[config.mk]
export PLATFORM = sky130hd
export DESIGN_NAME = answer_generator
export DESIGN_NICKNAME = d
export VERILOG_FILES = /design/src/rtl/bnc_pkg.sv /design/src/rtl/answer_generator_lfsr16.sv /design/src/rtl/answer_generator.sv
export SDC_FILE = /design/constraint.sdc
export NUM_CORES = 1
export LEC_CHECK = 0
export BUFFER_PORTS_ARGS = -buffer_cell sky130_fd_sc_hd__buf_2
export CORE_MARGIN = 10
export CORE_UTILIZATION = 48
export DETAILED_ROUTE_END_ITERATION = 10
export GPL_TIMING_DRIVEN = 0
export PLACE_DENSITY = 0.76
export SKIP_LAST_GASP = 1
export SLEW_MARGIN = 10
export SYNTH_ARGS = -nofsm -noshare
export SYNTH_HDL_FRONTEND = slang
export SYNTH_SLANG_ARGS = --single-unit
[constraint.sdc]
create_clock -name clk -period 4.6 [get_ports clk]
set_input_delay 0.46 -clock clk [delete_from_list [all_inputs] [get_ports clk]]
set_output_delay 0.46 -clock clk [all_outputs]
set_load 0.005 [all_outputs]
[src/rtl/bnc_pkg.sv]
// Shared Bulls and Cows definitions: digit width, empty-slot sentinel,
// LFSR feedback taps and the answer generator state encoding.
package bnc_pkg;

  localparam int              DIGIT_W     = 4;
  localparam int              NUM_SLOTS   = 4;
  localparam logic [DIGIT_W-1:0] EMPTY_DIGIT = 4'hF;
  localparam logic [15:0]     LFSR_TAPS   = 16'hB400;

  typedef enum logic [1:0] {
    IDLE = 2'd0,
    DRAW = 2'd1,
    DONE = 2'd2
  } gen_state_e;

endpackage

[src/rtl/answer_generator_lfsr16.sv]
// 16-bit right-shifting Galois LFSR with a serial noise input and
// zero-lock protection: an all-zero next state reloads SEED.
module lfsr16
  import bnc_pkg::*;
#(
  parameter logic [15:0] SEED = 16'hACE1
) (
  input  logic        clk,
  input  logic        rst,
  input  logic        en,
  input  logic        din,
  output logic [15:0] q
);

  logic [15:0] q_nxt;

  always_comb begin
    // NOTE: q_nxt is assigned unconditionally first, so no path leaves it unassigned and no latch is inferred.
    q_nxt    = {1'b0, q[15:1]} ^ (q[0] ? LFSR_TAPS : 16'h0000);
    q_nxt[0] = q_nxt[0] ^ din;
    if (q_nxt == 16'h0000) q_nxt = SEED;
  end

  // NOTE: registers use non-blocking assignments so every flop samples pre-edge values.
  always_ff @(posedge clk) begin
    if (rst)     q <= SEED;
    else if (en) q <= q_nxt;
  end

endmodule

[src/rtl/answer_generator.sv]
// Draws four distinct BCD digits from an entropy-stirred LFSR, one candidate
// per cycle, with a bounded-retry fallback to the smallest unused legal digit.
module answer_generator
  import bnc_pkg::*;
#(
  parameter logic [15:0] SEED         = 16'hACE1,
  parameter bit          ALLOW_ZERO   = 1'b1,
  parameter int          REJECT_LIMIT = 64
) (
  input  logic        clk,
  input  logic        rst,
  input  logic        entropy,
  input  logic        new_game,
  output logic        busy,
  output logic        answer_valid,
  output logic [15:0] answer
);

  gen_state_e           state, state_nxt;
  logic                 ent_meta, ent_sync;
  logic [15:0]          lfsr_q;
  logic [DIGIT_W-1:0]   slot [NUM_SLOTS];
  logic [1:0]           idx;
  logic [7:0]           rej_cnt, rej_next;
  logic [DIGIT_W-1:0]   cand, lo_digit, fb_digit, store_digit;
  logic                 dup, used, reject, store, last_store;

  // Two-flop synchronizer: entropy comes from unsynchronized keypad lines.
  always_ff @(posedge clk) begin
    if (rst) begin
      ent_meta <= 1'b0;
      ent_sync <= 1'b0;
    end else begin
      ent_meta <= entropy;
      ent_sync <= ent_meta;
    end
  end

  lfsr16 #(.SEED(SEED)) u_lfsr (
    .clk (clk),
    .rst (rst),
    .en  (1'b1),
    .din (ent_sync),
    .q   (lfsr_q)
  );

  assign cand = lfsr_q[DIGIT_W-1:0];

  always_comb begin
    lo_digit = ALLOW_ZERO ? 4'd0 : 4'd1;
    dup      = 1'b0;
    used     = 1'b0;
    fb_digit = EMPTY_DIGIT;
    for (int i = 0; i < NUM_SLOTS; i++)
      if (i < int'(idx) && slot[i] == cand) dup = 1'b1;
    reject = (cand > 4'd9) || (cand < lo_digit) || dup;
    // Descending scan so the last hit, i.e. the smallest free legal digit, wins.
    for (int d = 9; d >= 0; d--) begin
      used = 1'b0;
      for (int i = 0; i < NUM_SLOTS; i++)
        if (i < int'(idx) && slot[i] == 4'(d)) used = 1'b1;
      if (4'(d) >= lo_digit && !used) fb_digit = 4'(d);
    end
    rej_next    = rej_cnt + 8'd1;
    store       = !reject || (rej_next == 8'(REJECT_LIMIT));
    store_digit = reject ? fb_digit : cand;
    last_store  = (state == DRAW) && store && (idx == 2'(NUM_SLOTS - 1));
  end

  always_comb begin
    state_nxt = state;
    case (state)
      IDLE, DONE: if (new_game)   state_nxt = DRAW;
      DRAW:       if (last_store) state_nxt = DONE;
      default:                    state_nxt = IDLE;
    endcase
  end

  always_ff @(posedge clk) begin
    if (rst) state <= IDLE;
    else     state <= state_nxt;
  end

  always_ff @(posedge clk) begin
    if (rst) begin
      // NOTE: the slot array is small and its EMPTY_DIGIT contents are architecturally visible, so it is reset like ordinary flops.
      for (int i = 0; i < NUM_SLOTS; i++) slot[i] <= EMPTY_DIGIT;
      idx          <= 2'd0;
      rej_cnt      <= 8'd0;
      answer       <= 16'h0000;
      answer_valid <= 1'b0;
      busy         <= 1'b0;
    end else begin
      case (state)
        IDLE, DONE: begin
          if (new_game) begin
            for (int i = 0; i < NUM_SLOTS; i++) slot[i] <= EMPTY_DIGIT;
            idx          <= 2'd0;
            rej_cnt      <= 8'd0;
            answer_valid <= 1'b0;
            busy         <= 1'b1;
          end
        end
        DRAW: begin
          if (store) begin
            slot[idx] <= store_digit;
            idx       <= idx + 2'd1;
            rej_cnt   <= 8'd0;
            if (last_store) begin
              answer       <= {slot[0], slot[1], slot[2], store_digit};
              answer_valid <= 1'b1;
              busy         <= 1'b0;
            end
          end else begin
            rej_cnt <= rej_next;
          end
        end
        default: ;
      endcase
    end
  end

endmodule

### Word-level counts from Yosys, hierarchy flattened

Memories as Yosys holds them, arrays and structs flattened.
Cells that the tools add are included.

| operators by class | value |
|---|---|
| magnitude comparators | 5 |
| reduce and logical (&&, ||, !) cells | 53 |
| equality and inequality tests | 37 |
| multiplexer cells | 79 |
| bitwise logic cells | 6 |
| add/subtract/negate cells | 2 |

Operators by type and width:

| kind | number |
|---|---|
| two-way mux 4 bit | 14 |
| two-way mux 1 bit | 50 |
| == test 4 x 3 -> 1 bit, second input constant | 12 |
| logical AND 1 bit | 35 |
| == test 4 x 2 -> 1 bit, second input constant | 6 |
| == test 4 bit, second input constant | 6 |
| logical NOT 16 bit | 1 |
| two-way mux 16 bit | 1 |
| two-way mux 8 bit | 2 |
| one-hot mux 8 bit (2 select lines) | 1 |
| XOR 15 x 16 -> 16 bit | 1 |
| == test 4 x 1 -> 1 bit, second input constant | 3 |
| == test 4 bit | 3 |
| logical NOT 4 bit | 3 |
| two-way mux 2 bit | 5 |
| adder 8 x 1 -> 8 bit, second input constant | 1 |
| == test 8 x 7 -> 1 bit, second input constant | 1 |
| one-hot mux 2 bit (2 select lines) | 2 |
| two-way mux 3 bit | 2 |
| inequality test 2 bit, second input constant | 3 |
| AND reduction 3 bit | 2 |
| == test 2 bit, second input constant | 2 |
| greater-than comparator 4 bit, second input constant | 1 |
| < comparator 1 x 2 -> 1 bit, first input constant | 2 |
| 15 further kinds | 23 |

| word-level totals | value |
|---|---|
| output and inout bits | 18 |
| bits in writable memories | 16 |
| memories kept | 1 |
| register bits after elaboration | 48 |
| input port bits | 4 |

Memories:

| name | depth | width | read ports | clocked after Yosys merged registers in | wr ports | RTL line | text |
|---|---|---|---|---|---|---|---|
| slot | 4 | 4 | 3 | 0 | 4 | answer_generator.sv:22 | `logic [DIGIT_W-1:0] slot [NUM_SLOTS];` |

### Logic depth before layout (Yosys ltp)

Gate-level depths: netlist (run 1).
An unclocked memory read counts as a cell.

| logic depth | value |
|---|---|
| word-level depth | 18 |
| depth in mapped cells | 10 |

### Hierarchy

From an unflattened synthesis (run 1), not the netlist that was laid out.

| second synthesis, totals | value |
|---|---|
| cells, all modules | 313 |
| area, all modules | 2996.6 um2 |

By module, submodules not included:

| module | area an instance (um2) | times used | cells an instance |
|---|---|---|---|
| answer_generator | 2321.0 | 1 | 247 |
| lfsr16 | 675.6 | 1 | 66 |

### Worst setup path after synthesis (run 1)

OpenSTA, ideal clock, no wires.

| path | value |
|---|---|
| path kind | register to register |
| start | register rej_cnt[0] |
| end | memory slot[1][0] (enable) |
| library setup time | 0.273 ns |
| stages on the path, launching flop included | 9 |
| required time | 4.327 ns |
| slack | 2.335 ns |
| data arrival time | 1.992 ns |
| cell sequence | dfxtp_1 ha_1 and3_1 nand3_1 xnor2_1 and4_2 o21ai_4 nor3b_2 or3_1 |

RTL lines:

| item | RTL line | text |
|---|---|---|
| start: declaration | answer_generator.sv:24 | `logic [7:0] rej_cnt, rej_next;` |
| start signal: assignment | answer_generator.sv:115 | `rej_cnt <= rej_next;` |
| end: declaration | answer_generator.sv:22 |  |

==> impl_metrics.py, run 1 <==
metrics = {
    "timing": {
        "relSlewSlack_pct": 63.4,
        "fin_setup_tns_ns": 0,
        "setup_viol_count_final": 0,
        "hold_viol": 0,
        "rsz0062_at_grt": "false",
        "fin_crit_ns": 2.66,
        "tightest_slew_ns": 0.548,
        "min_period_over_period_pct": 57.9,
        "final_max_slew_viol_count": 0,
        "skew_ns": 0.00944,
        "fmax_mhz": 375,
        "setup_slack_ns": 1.94,
    },
    "finish": {
        "num_antenna_cells": 0,
        "area_delta_synth_final_pct": 14.0,
        "multiInputGateArea_um2": 1390,
        "fin_cells": 399,
        "register_area_um2": 1320,
        "fin_nets": 332,
        "fillers": 507,
        "drive_above_1_share_pct": 17.1,
    },
    "pwr": {
        "internal_power_mw": 0.881,
        "p_sw_share_pct": 22.6,
        "comb_power_share_pct": 6.4,
        "clock_power_share_pct": 43.9,
        "power_density_nw_per_um2": 353,
        "switching_power_mw": 0.258,
        "ir_drop_uv": 195,
        "p_leak_nw": 1.16,
        "p_seq_share_pct": 49.6,
    },
    "floorplanning": {
        "core_um2": 5610,
        "std_cell_rows": 27,
        "ios": 22,
        "fp.dieW_um": 96.8,
        "start_util_pct": 50.4,
        "fp.dieArea_um2": 9360,
        "die_y_um": 96.8,
    },
    "setup_path": {
        "regToRegStartpoint": "idx[1]",
        "crit_arrival_ns": 2.74,
        "r2r_setup_slack_ns": 1.94,
        "endpoint_kind": "register",
        "r2r_end": "slot[2][0]",
        "reg2reg_depth": 8,
        "start_kind": "register",
        "critPathKind": "reg -> reg",
        "path_max_fanout": 7,
        "cp.required_ns": 4.68,
    },
    "hold_path": {
        "hp-start": "entropy",
        "hold_path.class": "in -> reg",
        "hold_depth": 2,
        "min_to": "ent_meta",
    },
    "cts": {
        "cts_max_level": 3,
        "clk_latency_ns": 0.34,
        "clk_root_buffer_cell": "clkbuf_8",
        "post_cts_buffers": 0,
        "ctsResizeCount": 0,
        "clk_pin_slew_ns": 0.06,
        "cts_tree": "done",
        "clock-sinks": 60,
        "cts.path.max_buffers": 2,
        "cts_inserted_buffers": 9,
        "cts_hold_buffers": 0,
    },
    "logic_synthesis": {
        "yosysSeqAreaShare_pct": 46.7,
        "ys.flop_type": "dfxtp_1",
        "yosys.area.top_type": "dfxtp_1",
        "synth_edf_count": 12,
        "synth_cells": 291,
        "synth_seq_cells": 60,
        "synth-async-reset-ratio_pct": 0,
        "syn-num-nets": 301,
        "synth_top_area_share_pct": 34.0,
        "ys_warn_count": 0,
        "netlist_area_um2": 2830,
        "avgSynthCellArea_um2": 9.72,
        "ys_types": 52,
        "synth_area_leaders": "dfxtp_1 (34%), edfxtp_1 (13%), mux2i_1 (5.3%)",
    },
    "detailed_routing": {
        "dr.pass1.iters": 4,
        "wl_met1_mm": 2.85,
        "drt-wirelength-per-cell_um": 14.9,
        "dr_wl_met2_mm": 2.72,
        "initialDrtViolationCount": 114,
        "drcViolationCount": 0,
        "top_layer_used": "met4",
        "wl_mm": 5.95,
        "via_per_inst": 5.29,
        "met3_length_um": 262,
        "antenna_left": 0,
        "vias": 2112,
    },
    "outcome": {
        "status": "finished clean",
    },
    "place": {
        "dpl.cell_count": 383,
        "dp_slack_ns": 2.02,
        "gp_congestion": 0.954,
        "io_buffers": 20,
        "dpl.hpwl_mm": 4.26,
    },
    "global_routing": {
        "grt_pass1_wl_mm": 10.2,
        "grt_pass1_vias": 2131,
        "grt_overflow": 0,
        "antenna_found_initial": 0,
        "grt_usage_pct": 13.1,
        "grt_max_degree": 11,
    },
    "flow_run": {
        "maxCapViolCount": 0,
    },
}
[cells by family (layout without fill, tap and decap cells)]
| logic type | count (synthesis) | count (layout) | share of synthesized area (%) |
|---|---|---|---|
| AO/OA/AOI/OAI | 35 | 35 | 9.86 |
| adder cells (fa/ha/maj) | 6 | 6 | 2.65 |
| buffers and inverters | 21 | 57 | 4.33 |
| XOR/XNOR | 19 | 19 | 5.88 |
| flip-flops | 60 | 60 | 46.7 |
| multiplexers | 16 | 16 | 5.71 |
| AND/OR/NAND/NOR | 134 | 134 | 24.9 |
[synthesized netlist by cell type (all sizes together), types with 7 or more instances]
library cell	count
a21oi	11
buf	11
dfxtp	48
edfxtp	12
mux2i	15
nand2	23
nand2b	10
nand3	15
nor2	35
nor2b	11
nor3	9
o21ai	7
xnor2	11
xor2	8
[worst max-delay path, stage by stage (launching register included)]
cell	delay (ns)
dfxtp_1	0.51
ha_1	0.30
nor3b_1	0.44
nand2_1	0.09
o21ai_0	0.26
nor2_1	0.06
mux2_2	0.27
a21oi_1	0.36
nand2_1	0.11
[layout make-up]
| class | instances | area share (%) |
|---|---|---|
| multi-input combinational | 210 | 42.9 |
| sequential | 60 | 41.0 |
| clock buffer | 10 | 3.96 |
| buffer | 17 | 3.34 |
| timing repair buffer | 20 | 3.10 |
| tap | 72 | 2.79 |
| clock inverter | 6 | 2.44 |
| inverter | 4 | 0.465 |
[state kept, by name, summed over array words and instances (netlist names)]
register	count
answer	16
ent_meta	1
u_lfsr.q	16
busy	1
slot	12
ent_sync	1
state	2
answer_valid	1
rej_cnt	8
idx	2
[worst max-delay path by stage]
stage	end	startpoint	cells past startpoint
after floorplan	slot[1][0]	rej_cnt[0]	8
after CTS	slot[2][0]	idx[1]	8
after global routing	slot[2][0]	idx[1]	8
final	slot[2][0]	idx[1]	8
after detailed placement	slot[2][0]	idx[1]	8
after global placement	slot[2][0]	idx[1]	8
[cells in the final DEF, fill, tap and decap left out, types with 2 or more instances in the layout]
master and count:
nor2_1 35, clkbuf_1 6, o21ai_0 6, xnor2_1 11, or4_1 2, bufinv_16 2, nand4_1 2, nor2b_1 11
inv_1 4, edfxtp_1 12, nor3b_2 2, nand4b_1 2, buf_6 2, nor3b_1 3, ha_1 6, a21oi_1 11
clkbuf_8 9, nand2b_1 10, nor4_1 2, a22oi_1 2, and2_1 4, mux2i_1 15, buf_2 26, a211oi_2 2
dfxtp_1 48, nand2_1 23, nand3b_1 6, clkinv_2 3, or3_1 4, nand3_1 15, nor3_1 8, and3_1 2
xor2_1 8
[per-layer routing]
| metal | GRT usage, % | up-vias |
|---|---|---|
| li1 | - | 1076 |
| met1 | 15.6 | 985 |
| met2 | 20.1 | 39 |
| met3 | 4.05 | 12 |
| met4 | 7.78 | 0 |
| met5 | 0 | - |
[power by group through the flow]
| stage | combinational, mW | clock, mW | sequential (mW) |
|---|---|---|---|
| finish | 0.0733 | 0.500 | 0.565 |
| floorplan | 0.0553 | 0 | 0.574 |
| detailed placement | 0.0729 | 0 | 0.577 |
| CTS | 0.0736 | 0.509 | 0.565 |
| global placement | 0.0714 | 0 | 0.576 |
| global route | 0.0815 | 0.535 | 0.567 |
[metrics by stage]
stage | hold slack [ns] | area, µm² | utilization (%) | power, mW
finish | 0.333 | 3230 | 57.5 | 1.14
global route | 0.332 | 3230 | 57.5 | 1.18
CTS | 0.330 | 3230 | 57.5 | 1.15
detailed placement | 0.430 | 3020 | 53.8 | 0.649
global placement | 0.424 | 3020 | 53.8 | 0.648
floorplan | 0.405 | 2830 | - | 0.629
No activity file was read; power rests on OpenSTA's default activity.
==> inputs of run 2 (changes only) <==
--- a/config.mk
+++ b/config.mk
@@ -5,6 +5,7 @@
 export SDC_FILE = /design/constraint.sdc
 export NUM_CORES = 1
 export LEC_CHECK = 0
+export ABC_AREA = 1
 export BUFFER_PORTS_ARGS = -buffer_cell sky130_fd_sc_hd__buf_2
 export CORE_MARGIN = 10
 export CORE_UTILIZATION = 48
==> constraint.sdc (replaced) <==
create_clock -name clk -period 2.74 [get_ports clk]
set_input_delay 0.274 -clock clk [delete_from_list [all_inputs] [get_ports clk]]
set_output_delay 0.274 -clock clk [all_outputs]
set_load 0.005 [all_outputs]
==> impl_metrics.py, run 2 <==
metrics = {
    "outcome": {
        "status": "finished clean",
    },
    "setup_path": {
        "critPathSlowestCell": "o21ai_0",
        "cp.required_ns": 2.72,
        "critPathKind": "reg -> reg",
        "path_cells": "inv_1, ha_1, inv_1, nand2_1, nor2_1, nand3b_1, nand2_1, nor2_4, inv_2, nand2_2, nand3_1, o21ai_0",
        "cp_slowest_stage_delay_ns": 0.49,
        "start_kind": "register",
        "crit_arrival_ns": 2.34,
        "path_max_fanout": 6,
        "crit_family": "simple AND/OR/NAND/NOR gates",
        "endpoint_kind": "register",
        "crit_buf_inv": 3,
    },
    "timing": {
        "fin_setup_tns_ns": 0,
        "final_max_slew_viol_count": 0,
        "fmax_mhz": 422,
        "hold_viol": 0,
        "rsz0062_at_grt": "false",
        "setup_viol_count_final": 0,
        "holdWs_ns": 0.142,
        "tightest_slew_ns": 0.553,
        "min_period_over_period_pct": 86.4,
        "setup_slack_ns": 0.373,
        "skew_ns": 0.00443,
        "relSlewSlack_pct": 63.0,
        "fin_crit_ns": 2.37,
    },
    "pwr": {
        "p_seq_share_pct": 51.6,
        "comb_power_share_pct": 7.0,
        "clock_power_share_pct": 41.4,
        "p_sw_share_pct": 22.9,
        "p_total_mw": 1.84,
        "p_leak_nw": 1.38,
        "ir_drop_uv": 258,
        "internal_power_mw": 1.42,
        "power_density_nw_per_um2": 573,
        "switching_power_mw": 0.422,
    },
    "detailed_routing": {
        "dr.pass1.iters": 4,
        "drcViolationCount": 0,
        "via_per_inst": 4.88,
        "wl_mm": 5.63,
        "vias": 2280,
        "antenna_left": 0,
        "drt-wirelength-per-cell_um": 12.1,
        "initialDrtViolationCount": 103,
    },
    "global_routing": {
        "antenna_found_initial": 0,
        "grt_overflow": 0,
        "grt_usage_pct": 12.2,
        "grt_max_degree": 11,
        "grt_pass1_vias": 2162,
        "grt_pass1_wl_mm": 9.55,
    },
    "logic_synthesis": {
        "synth_top_area_share_pct": 33.9,
        "synthTopCellsByCount": "nand2_1 (82), dfxtp_1 (48), inv_1 (42)",
        "synth_edf_count": 12,
        "synth_mux_area_share_pct": 0,
        "ys_types": 35,
        "synth_top_family_by_area": "simple AND/OR/NAND/NOR gates",
        "avgSynthCellArea_um2": 7.90,
        "yosys.area_share.simple_pct": 26.9,
        "synth_adder_area_share_pct": 2.65,
        "yosysSeqAreaShare_pct": 46.6,
        "synth_xor_area_share_pct": 1.85,
        "syn-num-nets": 369,
        "synth_compound_area_share_pct": 12.3,
        "synth_area_leaders": "dfxtp_1 (34%), edfxtp_1 (13%), nand2_1 (11%)",
        "ys.flop_type": "dfxtp_1",
        "yosys.area.top_type": "dfxtp_1",
        "synth.most_common_cell": "nand2_1",
        "synth-async-reset-ratio_pct": 0,
        "netlist_area_um2": 2840,
        "ys_warn_count": 0,
        "synth_cells": 359,
        "synth_seq_cells": 60,
    },
    "place": {
        "dpl.hpwl_mm": 4.31,
        "gp_congestion": 0.926,
        "dp_slack_ns": 0.393,
        "io_buffers": 20,
        "dpl_cell_area_um2": 3030,
        "dpl.cell_count": 451,
    },
    "cts": {
        "clk_root_buffer_cell": "clkbuf_8",
        "cts_hold_buffers": 0,
        "cts.path.max_buffers": 2,
        "clk_pin_slew_ns": 0.06,
        "post_cts_buffers": 0,
        "clk_latency_ns": 0.34,
        "cts_max_level": 3,
        "ctsResizeCount": 0,
        "clock-sinks": 60,
        "cts_inserted_buffers": 9,
        "cts_tree": "done",
    },
    "finish": {
        "reg.largest.list": "answer x16, u_lfsr.q x16, slot x12",
        "fillers": 546,
        "final_cell_mix": "nand2_1 (82), dfxtp_1 (48), inv_1 (42), nor2_1 (39), buf_2 (22)",
        "final_util_pct": 57.3,
        "postLayoutCellArea_um2": 3210,
        "drive_above_1_share_pct": 21.0,
        "mostFrequentLayoutCell": "nand2_1",
        "fin_nets": 400,
        "area_delta_synth_final_pct": 13.3,
        "num_antenna_cells": 0,
        "fin_cells": 467,
    },
    "hold_path": {
        "hold_path.class": "in -> reg",
    },
    "floorplanning": {
        "start_util_pct": 50.6,
        "core_um2": 5610,
        "ios": 22,
        "fp.dieW_um": 96.9,
        "fp.dieArea_um2": 9380,
        "std_cell_rows": 27,
        "die_y_um": 96.9,
    },
    "flow_run": {
        "maxCapViolCount": 0,
    },
}
==> run 2: logic make-up (layout without fill, tap and decap cells) <==
group | count (synthesis) | in the layout
AND/OR/NAND/NOR | 171 | 171
AO/OA/AOI/OAI | 57 | 57
flip-flops | 60 | 60
adder cells (fa/ha/maj) | 6 | 6
buffers and inverters | 59 | 95
XOR/XNOR | 6 | 6
==> run 2: final cells by class <==
class | instances | area (µm²) | area share, %
buffer | 9 | 83.8 | 2.61
clock buffer | 14 | 153 | 4.75
clock inverter | 2 | 35.0 | 1.09
inverter | 50 | 193 | 6.00
multi-input combinational | 240 | 1240 | 38.5
sequential | 60 | 1320 | 41.1
tap | 72 | 90.1 | 2.80
timing repair buffer | 20 | 100 | 3.12
==> run 2: worst paths after layout <==
path | slack (ns) | start | to | depth (start not counted)
max reg2reg | 0.37 | idx[1] | slot[1][3] | 12
max | 0.37 | idx[1] | slot[1][3] | 12
min reg2reg | 0.40 | ent_meta | ent_sync | 2
min | 0.14 | entropy | ent_meta | 3
==> run 2: metal layers <==
metal	vias to the layer above	GRT usage, %	share of wire, %
met5	-	0	0
met4	0	8.34	3.1
met3	14	3.26	5.8
met2	50	19.1	44
met1	1015	14.2	47
li1	1201	-	-
==> run 2: worst register-to-register path: stages (launching register included) <==
cell,delay (ns)
dfxtp_1,0.38
inv_1,0.14
ha_1,0.16
inv_1,0.08
nand2_1,0.08
nor2_1,0.04
nand3b_1,0.07
nand2_1,0.08
nor2_4,0.17
inv_2,0.08
nand2_2,0.07
nand3_1,0.16
o21ai_0,0.49
==> run 2: power by group through the flow <==
stage / Sequential [mW] / Clock, mW / Combinational [mW]
after CTS: 0.950 / 0.782 / 0.130
after floorplan: 0.965 / 0 / 0.0979
final: 0.950 / 0.761 / 0.128
after global routing: 0.953 / 0.812 / 0.148
after detailed placement: 0.969 / 0 / 0.129
after global placement: 0.969 / 0 / 0.127
==> inputs of run 3 (changes only) <==
--- a/config.mk
+++ b/config.mk
@@ -8,12 +8,13 @@
 export ABC_AREA = 1
 export BUFFER_PORTS_ARGS = -buffer_cell sky130_fd_sc_hd__buf_2
 export CORE_MARGIN = 10
-export CORE_UTILIZATION = 48
+export CORE_UTILIZATION = 60
 export DETAILED_ROUTE_END_ITERATION = 10
 export GPL_TIMING_DRIVEN = 0
-export PLACE_DENSITY = 0.76
+export PLACE_DENSITY = 0.89
 export SKIP_LAST_GASP = 1
 export SLEW_MARGIN = 10
 export SYNTH_ARGS = -nofsm -noshare
 export SYNTH_HDL_FRONTEND = slang
+export SYNTH_HIERARCHICAL = 1
 export SYNTH_SLANG_ARGS = --single-unit
==> impl_metrics.py, run 3 <==
metrics = {
    "finish": {
        "register_area_um2": 1320,
        "fin_nets": 524,
        "drive_above_1_share_pct": 15.4,
        "final_cell_mix": "nand2_1 (148), inv_1 (56), nor2_1 (54), dfxtp_1 (48), nand3_1 (30)",
        "num_antenna_cells": 0,
        "fin_cells": 589,
        "reg.largest.list": "answer x16, u_lfsr/q x16, slot x12",
        "postLayoutCellArea_um2": 3710,
        "final_util_pct": 71.2,
        "area_delta_synth_final_pct": 13.1,
        "mostFrequentLayoutCell": "nand2_1",
        "fillers": 437,
        "multiInputGateArea_um2": 1710,
    },
    "cts": {
        "cts_max_level": 3,
        "clk_latency_ns": 0.35,
        "cts_tree": "done",
        "clock-sinks": 60,
        "clk_pin_slew_ns": 0.07,
        "cts_inserted_buffers": 9,
        "cts.path.max_buffers": 2,
        "clk_root_buffer_cell": "clkbuf_8",
    },
    "logic_synthesis": {
        "yosys.area.top_type": "dfxtp_1",
        "synth_seq_cells": 60,
        "ys.flop_type": "dfxtp_1",
        "netlist_area_um2": 3280,
        "synthTopCellsByCount": "nand2_1 (148), inv_1 (57), nor2_1 (54)",
        "synth_area_leaders": "dfxtp_1 (29%), nand2_1 (17%), edfxtp_1 (11%)",
        "ys_warn_count": 6,
        "ys_types": 33,
        "synth_top_area_share_pct": 29.3,
        "synth-async-reset-ratio_pct": 0,
        "synth_cells": 476,
        "synth.most_common_cell": "nand2_1",
        "synth_edf_count": 12,
        "avgSynthCellArea_um2": 6.88,
        "yosysSeqAreaShare_pct": 40.3,
    },
    "timing": {
        "setup_viol_count_final": 0,
        "min_period_over_period_pct": 92.5,
        "rsz0062_at_grt": "false",
        "tightest_slew_ns": 0.652,
        "relSlewSlack_pct": 56.5,
        "holdWs_ns": 0.128,
        "hold_viol": 0,
        "fmax_mhz": 395,
        "skew_ns": 0.00769,
        "final_max_slew_viol_count": 0,
        "fin_crit_ns": 2.53,
    },
    "outcome": {
        "status": "finished clean",
    },
    "global_routing": {
        "grt_overflow": 0,
        "antenna_found_initial": 0,
        "grt_pass1_wl_mm": 13.1,
        "grt_pass1_vias": 2886,
        "grt_usage_pct": 18.5,
        "grt_max_degree": 13,
    },
    "hold_path": {
        "hold_path.class": "in -> reg",
        "hold_depth": 3,
    },
    "place": {
        "dpl.hpwl_mm": 5.80,
        "io_buffers": 21,
        "gp_congestion": 1.00,
        "dpl_cell_area_um2": 3490,
        "dpl.cell_count": 573,
    },
    "detailed_routing": {
        "dr.pass1.iters": 5,
        "drt-wirelength-per-cell_um": 13.4,
        "wl_mm": 7.92,
        "vias": 3145,
        "drcViolationCount": 0,
        "initialDrtViolationCount": 276,
        "via_per_inst": 5.34,
        "antenna_left": 0,
    },
    "floorplanning": {
        "start_util_pct": 62.9,
        "ios": 22,
        "fp.dieArea_um2": 8810,
        "fp.dieW_um": 93.9,
        "core_um2": 5200,
        "die_y_um": 93.9,
        "std_cell_rows": 26,
    },
    "setup_path": {
        "start_kind": "register",
        "cp_common_cell": "nand2_1",
        "path_depth": 15,
        "critPathSlowestCell": "dfxtp_1",
        "path_cells": "clkbuf_2, inv_1, ha_2, inv_2, o21ai_0, nor2_1, nand3_1, nand2_1, nor2_4, inv_2, nand2_1, nand2_1, nor2_4, nand2_1, nand2_1",
        "crit_buf_inv": 4,
        "reg2reg_depth": 15,
        "cp.required_ns": 2.80,
        "critPathKind": "reg -> reg",
        "crit_arrival_ns": 2.59,
        "crit_family": "simple AND/OR/NAND/NOR gates",
        "cp_slowest_stage_delay_ns": 0.39,
        "endpoint_kind": "register",
        "path_max_fanout": 10,
    },
    "pwr": {
        "ir_drop_uv": 448,
        "power_density_nw_per_um2": 526,
        "p_leak_nw": 1.68,
    },
    "flow_run": {
        "maxCapViolCount": 0,
    },
}
[run 3: routing by layer]
metal / share of wire (%) / track usage [%] / vias up
met1: 43 / 22.6 / 1424
met5: 0 / 0 / -
met2: 48 / 30.0 / 124
met4: 1.3 / 8.86 / 0
li1: - / - / 1582
met3: 7.5 / 4.40 / 15
[run 3: tightest hold or removal path, cell delays in order]
cell	delay, ns
buf_2	0.07
inv_1	0.03
nor2_1	0.06
[run 3: path summary, 6_finish.rpt]
path                            slack (ns)    endpoint     start
worst min register to register        0.41    ent_sync  ent_meta
worst max register to register        0.21  slot[2][0]    idx[1]
worst min-delay path                  0.13    ent_meta   entropy
worst max-delay path                  0.21  slot[2][0]    idx[1]
[run 3: layout make-up]
cell class / instances / area share, %
flip-flops and latches: 60 / 35.7
inverters: 64 / 6.52
clock inverters: 7 / 1.79
repair buffers: 21 / 2.84
multi-input cells: 347 / 46.0
plain buffers: 11 / 1.49
clock buffers: 9 / 3.34
well taps: 70 / 2.36
[run 3: cells by family after synthesis]
group / Yosys count / synth area share, %
fa+ha+maj: 6 / 2.29
compound gates: 70 / 13.1
flops: 60 / 40.3
buf+inv: 75 / 9.01
simple gates: 261 / 34.4
xor+xnor: 3 / 0.802
other cells: 1 / 0.114
[run 3: power by group]
part	leakage (nW)	internal, mW	switching (mW)
Combinational	1.10	0.0640	0.140
Clock	0.0953	0.415	0.364
Sequential	0.482	0.931	0.0337
Total	1.68	1.41	0.538
[run 3: metrics by stage]
step | setup TNS, ns | total power [mW] | setup WS [ns]
floorplan | 0 | 1.12 | 0.292
global placement | -0.638 | 1.17 | -0.160
detailed placement | -0.986 | 1.17 | -0.247
CTS | 0 | 1.95 | 0.0504
global route | 0 | 2.04 | 0.0160
finish | 0 | 1.95 | 0.207
[run 3: what timing repair did]
item,4_1_cts,5_1_grt
pin swaps,0,0
gates resized for setup,3,5
setup endpoints to repair,4,37
setup buffers,0,0
hold buffers,0,0
